### src/rtl/reg_file_cmd_ctrl_if.sv
// Bus bundle between the command controller and its neighbours: RX byte stream,
// register-file write/read port, TX byte handshake and status flags.
interface reg_file_cmd_ctrl_if #(
   parameter int WIDTH = 8,
   parameter int ADDR  = 4
);
   logic [WIDTH-1:0] rx_data_in;
   logic             rx_valid_in;
   logic             rf_wr_en_out;
   logic             rf_rd_en_out;
   logic [ADDR-1:0]  rf_addr_out;
   logic [WIDTH-1:0] rf_wr_data_out;
   logic [WIDTH-1:0] rf_rd_data_in;
   logic             rf_rd_data_valid_in;
   logic [WIDTH-1:0] tx_data_out;
   logic             tx_valid_out;
   logic             tx_ready_in;
   logic             busy_out;
   logic             err_out;

   modport master (
      input  rx_data_in, rx_valid_in, rf_rd_data_in, rf_rd_data_valid_in, tx_ready_in,
      output rf_wr_en_out, rf_rd_en_out, rf_addr_out, rf_wr_data_out,
             tx_data_out, tx_valid_out, busy_out, err_out
   );

   modport slave (
      output rx_data_in, rx_valid_in, rf_rd_data_in, rf_rd_data_valid_in, tx_ready_in,
      input  rf_wr_en_out, rf_rd_en_out, rf_addr_out, rf_wr_data_out,
             tx_data_out, tx_valid_out, busy_out, err_out
   );
endinterface

### src/rtl/reg_file_cmd_ctrl.sv
// Decodes write/read command frames from the RX byte stream into register-file
// accesses and returns read data on TX. Optional read timeout: CTRL_TIMEOUT_EN.
//
// state    | meaning
// ---------+-------------------------------------------------
// S_IDLE   | waiting for an opcode byte
// S_W_ADDR | write frame, waiting for address byte
// S_W_DATA | write frame, waiting for data byte
// S_R_ADDR | read frame, waiting for address byte
// S_R_WAIT | read issued, waiting for register-file data
// S_TX     | read byte offered on TX until accepted
module reg_file_cmd_ctrl #(
   parameter int               WIDTH  = 8,
   parameter int               ADDR   = 4,
   parameter logic [WIDTH-1:0] WR_CMD = 8'hAA,
   parameter logic [WIDTH-1:0] RD_CMD = 8'hBB
`ifdef CTRL_TIMEOUT_EN
   ,
   parameter int               TIMEOUT  = 16,
   parameter logic [WIDTH-1:0] ERR_BYTE = 8'hEE
`endif
) (
   input  logic                clk,
   input  logic                reset_n,
   reg_file_cmd_ctrl_if.master bus
);

   typedef enum logic [2:0] {
      S_IDLE, S_W_ADDR, S_W_DATA, S_R_ADDR, S_R_WAIT, S_TX
   } state_t;

   state_t           r_state, w_state_nxt;
   logic [ADDR-1:0]  r_addr, w_addr_nxt;
   logic [WIDTH-1:0] r_wr_data, w_wr_data_nxt;
   logic             r_wr_en, w_wr_en_nxt;
   logic             r_rd_en, w_rd_en_nxt;
   logic [WIDTH-1:0] r_tx_data, w_tx_data_nxt;
   logic             r_tx_valid, w_tx_valid_nxt;
   logic             r_busy;
   logic             r_err, w_err_nxt;

`ifdef CTRL_TIMEOUT_EN
   localparam int CW = $clog2(TIMEOUT + 1);
   logic [CW-1:0] r_tmo_cnt, w_tmo_cnt_nxt;

   always_ff @(posedge clk or negedge reset_n) begin
      if (!reset_n) r_tmo_cnt <= '0;
      else          r_tmo_cnt <= w_tmo_cnt_nxt;
   end
`else
   // Without the timeout option R_WAIT simply parks until read data shows up.
`endif

   always_ff @(posedge clk or negedge reset_n) begin
      if (!reset_n) begin
         r_state    <= S_IDLE;
         r_addr     <= '0;
         r_wr_data  <= '0;
         r_wr_en    <= 1'b0;
         r_rd_en    <= 1'b0;
         r_tx_data  <= '0;
         r_tx_valid <= 1'b0;
         r_busy     <= 1'b0;
         r_err      <= 1'b0;
      end else begin
         r_state    <= w_state_nxt;
         r_addr     <= w_addr_nxt;
         r_wr_data  <= w_wr_data_nxt;
         r_wr_en    <= w_wr_en_nxt;
         r_rd_en    <= w_rd_en_nxt;
         r_tx_data  <= w_tx_data_nxt;
         r_tx_valid <= w_tx_valid_nxt;
         r_busy     <= (w_state_nxt != S_IDLE);
         r_err      <= w_err_nxt;
      end
   end

   always_comb begin
      w_state_nxt    = r_state;
      w_addr_nxt     = r_addr;
      w_wr_data_nxt  = r_wr_data;
      w_wr_en_nxt    = 1'b0;
      w_rd_en_nxt    = 1'b0;
      w_tx_data_nxt  = r_tx_data;
      w_tx_valid_nxt = r_tx_valid;
      w_err_nxt      = 1'b0;
`ifdef CTRL_TIMEOUT_EN
      w_tmo_cnt_nxt  = r_tmo_cnt;
`endif
      case (r_state)
         S_IDLE: begin
            if (bus.rx_valid_in) begin
               if (bus.rx_data_in == WR_CMD)      w_state_nxt = S_W_ADDR;
               else if (bus.rx_data_in == RD_CMD) w_state_nxt = S_R_ADDR;
               else                               w_err_nxt   = 1'b1;
            end
         end
         S_W_ADDR: begin
            if (bus.rx_valid_in) begin
               w_addr_nxt  = bus.rx_data_in[ADDR-1:0];
               w_state_nxt = S_W_DATA;
            end
         end
         S_W_DATA: begin
            if (bus.rx_valid_in) begin
               w_wr_data_nxt = bus.rx_data_in;
               w_wr_en_nxt   = 1'b1;
               w_state_nxt   = S_IDLE;
            end
         end
         S_R_ADDR: begin
            if (bus.rx_valid_in) begin
               w_addr_nxt  = bus.rx_data_in[ADDR-1:0];
               w_rd_en_nxt = 1'b1;
               w_state_nxt = S_R_WAIT;
`ifdef CTRL_TIMEOUT_EN
               w_tmo_cnt_nxt = '0;
`endif
            end
         end
         S_R_WAIT: begin
            if (bus.rx_valid_in) w_err_nxt = 1'b1;
            if (bus.rf_rd_data_valid_in) begin
               w_tx_data_nxt  = bus.rf_rd_data_in;
               w_tx_valid_nxt = 1'b1;
               w_state_nxt    = S_TX;
            end
`ifdef CTRL_TIMEOUT_EN
            // Counter holds the number of full R_WAIT cycles already spent.
            else if (r_tmo_cnt == CW'(TIMEOUT - 1)) begin
               w_tx_data_nxt  = ERR_BYTE;
               w_tx_valid_nxt = 1'b1;
               w_err_nxt      = 1'b1;
               w_state_nxt    = S_TX;
            end else begin
               w_tmo_cnt_nxt = r_tmo_cnt + CW'(1);
            end
`endif
         end
         S_TX: begin
            if (bus.rx_valid_in) w_err_nxt = 1'b1;
            if (r_tx_valid && bus.tx_ready_in) begin
               w_tx_valid_nxt = 1'b0;
               w_state_nxt    = S_IDLE;
            end
         end
         default: w_state_nxt = S_IDLE;
      endcase
   end

   assign bus.rf_wr_en_out   = r_wr_en;
   assign bus.rf_rd_en_out   = r_rd_en;
   assign bus.rf_addr_out    = r_addr;
   assign bus.rf_wr_data_out = r_wr_data;
   assign bus.tx_data_out    = r_tx_data;
   assign bus.tx_valid_out   = r_tx_valid;
   assign bus.busy_out       = r_busy;
   assign bus.err_out        = r_err;

endmodule

### src/flat_wrapper.sv
// flat-port wrapper written by rule: the top's interface ports become plain ports
module reg_file_cmd_ctrl_flat 
#(
   parameter int               WIDTH  = 8,
   parameter int               ADDR   = 4,
   parameter logic [WIDTH-1:0] WR_CMD = 8'hAA,
   parameter logic [WIDTH-1:0] RD_CMD = 8'hBB

)
  (clk, reset_n, bus_rx_data_in, bus_rx_valid_in, bus_rf_rd_data_in, bus_rf_rd_data_valid_in, bus_tx_ready_in, bus_rf_wr_en_out, bus_rf_rd_en_out, bus_rf_addr_out, bus_rf_wr_data_out, bus_tx_data_out, bus_tx_valid_out, bus_busy_out, bus_err_out);
  reg_file_cmd_ctrl_if #(.WIDTH(WIDTH), .ADDR(ADDR)) bus_i ();
  input  logic clk;
  input  logic reset_n;
  input wire logic [$bits(bus_i.rx_data_in)-1:0] bus_rx_data_in;
  input wire logic [$bits(bus_i.rx_valid_in)-1:0] bus_rx_valid_in;
  input wire logic [$bits(bus_i.rf_rd_data_in)-1:0] bus_rf_rd_data_in;
  input wire logic [$bits(bus_i.rf_rd_data_valid_in)-1:0] bus_rf_rd_data_valid_in;
  input wire logic [$bits(bus_i.tx_ready_in)-1:0] bus_tx_ready_in;
  output wire logic [$bits(bus_i.rf_wr_en_out)-1:0] bus_rf_wr_en_out;
  output wire logic [$bits(bus_i.rf_rd_en_out)-1:0] bus_rf_rd_en_out;
  output wire logic [$bits(bus_i.rf_addr_out)-1:0] bus_rf_addr_out;
  output wire logic [$bits(bus_i.rf_wr_data_out)-1:0] bus_rf_wr_data_out;
  output wire logic [$bits(bus_i.tx_data_out)-1:0] bus_tx_data_out;
  output wire logic [$bits(bus_i.tx_valid_out)-1:0] bus_tx_valid_out;
  output wire logic [$bits(bus_i.busy_out)-1:0] bus_busy_out;
  output wire logic [$bits(bus_i.err_out)-1:0] bus_err_out;
  assign bus_i.rx_data_in = bus_rx_data_in;
  assign bus_i.rx_valid_in = bus_rx_valid_in;
  assign bus_i.rf_rd_data_in = bus_rf_rd_data_in;
  assign bus_i.rf_rd_data_valid_in = bus_rf_rd_data_valid_in;
  assign bus_i.tx_ready_in = bus_tx_ready_in;
  assign bus_rf_wr_en_out = bus_i.rf_wr_en_out;
  assign bus_rf_rd_en_out = bus_i.rf_rd_en_out;
  assign bus_rf_addr_out = bus_i.rf_addr_out;
  assign bus_rf_wr_data_out = bus_i.rf_wr_data_out;
  assign bus_tx_data_out = bus_i.tx_data_out;
  assign bus_tx_valid_out = bus_i.tx_valid_out;
  assign bus_busy_out = bus_i.busy_out;
  assign bus_err_out = bus_i.err_out;
  reg_file_cmd_ctrl #(.WIDTH(WIDTH), .ADDR(ADDR), .WR_CMD(WR_CMD), .RD_CMD(RD_CMD)) u_core (.clk(clk), .reset_n(reset_n), .bus(bus_i));
endmodule
### config.mk
export PLATFORM = sky130hd
export DESIGN_NAME = reg_file_cmd_ctrl_flat
export DESIGN_NICKNAME = d
export VERILOG_FILES = /design/src/rtl/reg_file_cmd_ctrl_if.sv /design/src/rtl/reg_file_cmd_ctrl.sv /design/src/flat_wrapper.sv
export SDC_FILE = /design/constraint.sdc
export NUM_CORES = 1
export LEC_CHECK = 0
export ABC_AREA = 1
export CAP_MARGIN = 20
export CORE_ASPECT_RATIO = 0.5
export CORE_UTILIZATION = 38
export CTS_CLUSTER_DIAMETER = 100
export DETAILED_ROUTE_END_ITERATION = 6
export DONT_BUFFER_PORTS = 1
export PLACE_DENSITY_LB_ADDON = 0.05
export SLEW_MARGIN = 20
export SYNTH_ARGS = -nofsm -noshare
export SYNTH_HDL_FRONTEND = slang
export SYNTH_SLANG_ARGS = --single-unit
### constraint.sdc
create_clock -name clk -period 3 [get_ports clk]
set_clock_uncertainty 0.1 [all_clocks]
set_input_delay 0.9 -clock clk [delete_from_list [all_inputs] [get_ports clk]]
set_output_delay 0.9 -clock clk [all_outputs]
set_load 0.1 [all_outputs]
==> run_results.csv <==
group,metric,value,unit
run_status,run_status,"finished, final reports clean",
route,wire_per_inst,12.7,um
setup_path,crit_arrival,1.22,ns
synthesis,synth_edf_count,0,
clock_tree,numClockSinks,28,
clock_tree,postCtsSetupRepairBufs,0,
route,first_pass_iters,4,
synthesis,async_flop_share,1.00,
cells_and_area,register_area,701,um^2
floorplanning,rows,14,
cells_and_area,fillerInstances,306,
sta,hold_viol,0,
cells_and_area,fin_util,0.444,
setup_path,worstSetupPathType,"flop to output port",
route,drcViolationCount,0,
setup_path,end_kind,"output port",
clock_tree,cts_tree,"built",
route,vias_per_cell,4.58,
clock_tree,cts_buffers,3,
route,antenna_left,0,
global_routing,grtUsageTotal,0.155,
sta,rsz0062_at_grt,"no",
sta,slew_viol_final,0,
synthesis,yosysTopAreaCell,"dfrtp_1",
min_path,min_path_type,"input port to asynchronous set/reset pin",
clock_tree,hold_buffers,0,
setup_path,worst_setup_path_start_kind,"flop",
global_routing,antenna_found_initial,0,
synthesis,yosysMostFrequentCell,"nand2_1",
cells_and_area,nets,165,
synthesis,synthFlopType,"dfrtp_1",
floorplanning,start_util,0.404,
sta,relSlewSlack,0.396,
global_routing,grt-ovfl-total,0,
clock_tree,root_buffer,"clkbuf_8",
clock_tree,clockBufferDepth,2,
synthesis,ys_seq_area_frac,0.573,
synthesis,avgSynthCellArea,9.00,um^2
clock_tree,ctsHtreeMaxLevel,1,
synthesis,synth_cell_types,19,
synthesis,syn_inst,136,
route,vias,838,
sta,worstMarginPinSlew,0.905,ns
synthesis,synth_area_leaders,"dfrtp_1, nand2_1, o21ai_2",
synthesis,synth_warnings,0,
setup_path,required,2.00,ns
sta,fin_crit,2.22,ns
flow_run,maxCapViolCount,0,
sta,post-route-period-util,0.740,
cells_and_area,synthToLayoutAreaGrowth,10.0,%
floorplanning,fp.dieW,82.3,um
route,wl,2.33,mm
floorplanning,die_h,42.1,um
placed_design,place.gp.congestion,0.712,
cells_and_area,multi_input_area,450,um^2
cells_and_area,layout-drive-gt1-share,0.196,
sta,finalSetupTns,0,ns
synthesis,ys_seq_elements,28,
synthesis,netlist_top_cells_count,"nand2_1, dfrtp_1, inv_1, nor2_1",
sta,fmax,451,MHz
synthesis,synth_top_area_frac,0.573,
clock_tree,ctsResizeCount,0,
cells_and_area,diodes,0,
synthesis,synth_nets,157,
synthesis,syn_area,1220,um^2
placed_design,port_buffers,0,
clock_tree,path_clk_slew,0.09,ns
route,first_iter_violations,17,
floorplanning,die-area,3460,um^2
floorplanning,core_area,3030,um^2
global_routing,grt_pass1_wl,3.93,mm
global_routing,grt_start_max_net_pins,29,
setup_path,rr_worst_depth,6,
setup_path,cp.depth,0,
placed_design,hpwl,1.66,mm
setup_path,worstPathMaxFanout,2,
sta,setup_viol,0,
floorplanning,io_pins,46,
clock_tree,clk_latency,0.27,ns
global_routing,grt_pass1_vias,853,
[stage by stage]
stage / hold WS (ns) / cells / cell area [um^2] / setup slack [ns]
final: 0.211 / 183 / 1350 / 0.781
after detailed placement: 0.505 / 179 / 1290 / 1.08
after global routing: 0.185 / 183 / 1350 / 0.736
after global placement: 0.505 / 179 / 1290 / 1.08
after CTS: 0.199 / 183 / 1350 / 0.768
after floorplan: 0.494 / 136 / 1220 / 1.09
[sequential cells by signal (all words and copies together) (netlist names)]
register	flops
u_core.bus.busy_out	1
u_core.bus.err_out	1
u_core.bus.rf_addr_out	4
u_core.bus.rf_rd_en_out	1
u_core.bus.rf_wr_data_out	8
u_core.bus.rf_wr_en_out	1
u_core.bus.tx_data_out	8
u_core.bus.tx_valid_out	1
u_core.r_state	3
[path summary, 6_finish.rpt]
path                                                end  slack (ns)                    startpoint
hold reg to reg                       u_core.r_state[1]        0.58             u_core.r_state[1]
max in group asynchronous             u_core.r_state[0]        2.51                       reset_n
min in group clk                      u_core.r_state[1]        0.58             u_core.r_state[1]
setup reg to reg           u_core.bus.rf_wr_data_out[6]        1.43             u_core.r_state[2]
hold / removal                u_core.bus.rf_addr_out[1]        0.21                       reset_n
setup / recovery                  bus_rf_wr_data_out[2]        0.78  u_core.bus.rf_wr_data_out[2]
[metal layers]
layer	wire length (um)	track usage	vias to the layer above
li1	-	-	438
met1	1170	0.202	366
met2	979	0.243	34
met3	172	0.0674	0
met4	0	0.0211	0
met5	0	0	-
[cell type report]
class | instances | area share
Multi-Input combinational cell | 93 | 0.335
Clock buffer | 4 | 0.0409
Inverter | 12 | 0.0335
Sequential cell | 28 | 0.520
Tap cell | 40 | 0.0372
Timing Repair Buffer | 6 | 0.0335
[placed cells by master, fill, tap and decap left out, types with 3 or more instances in the layout]
| cell type | synthesis | final |
|---|---|---|
| nand2_1 | 58 | 58 |
| nand3_1 | 6 | 6 |
| inv_1 | 7 | 7 |
| buf_4 | 0 | 6 |
| o21ai_0 | 5 | 5 |
| inv_2 | 5 | 5 |
| o21ai_2 | 6 | 6 |
| nand2_2 | 3 | 3 |
| nor2_1 | 7 | 7 |
| dfrtp_1 | 28 | 28 |
| clkbuf_8 | 0 | 4 |
[cell families after synthesis]
group	after synthesis	synth area share
flip-flops	28	0.573
buffers and inverters	15	0.0593
AO/OA/AOI/OAI	13	0.0767
AND/OR/NAND/NOR	80	0.291
Power is not shown: default switching activity piles up to over one toggle a cycle in this logic, so the estimate is an artifact.
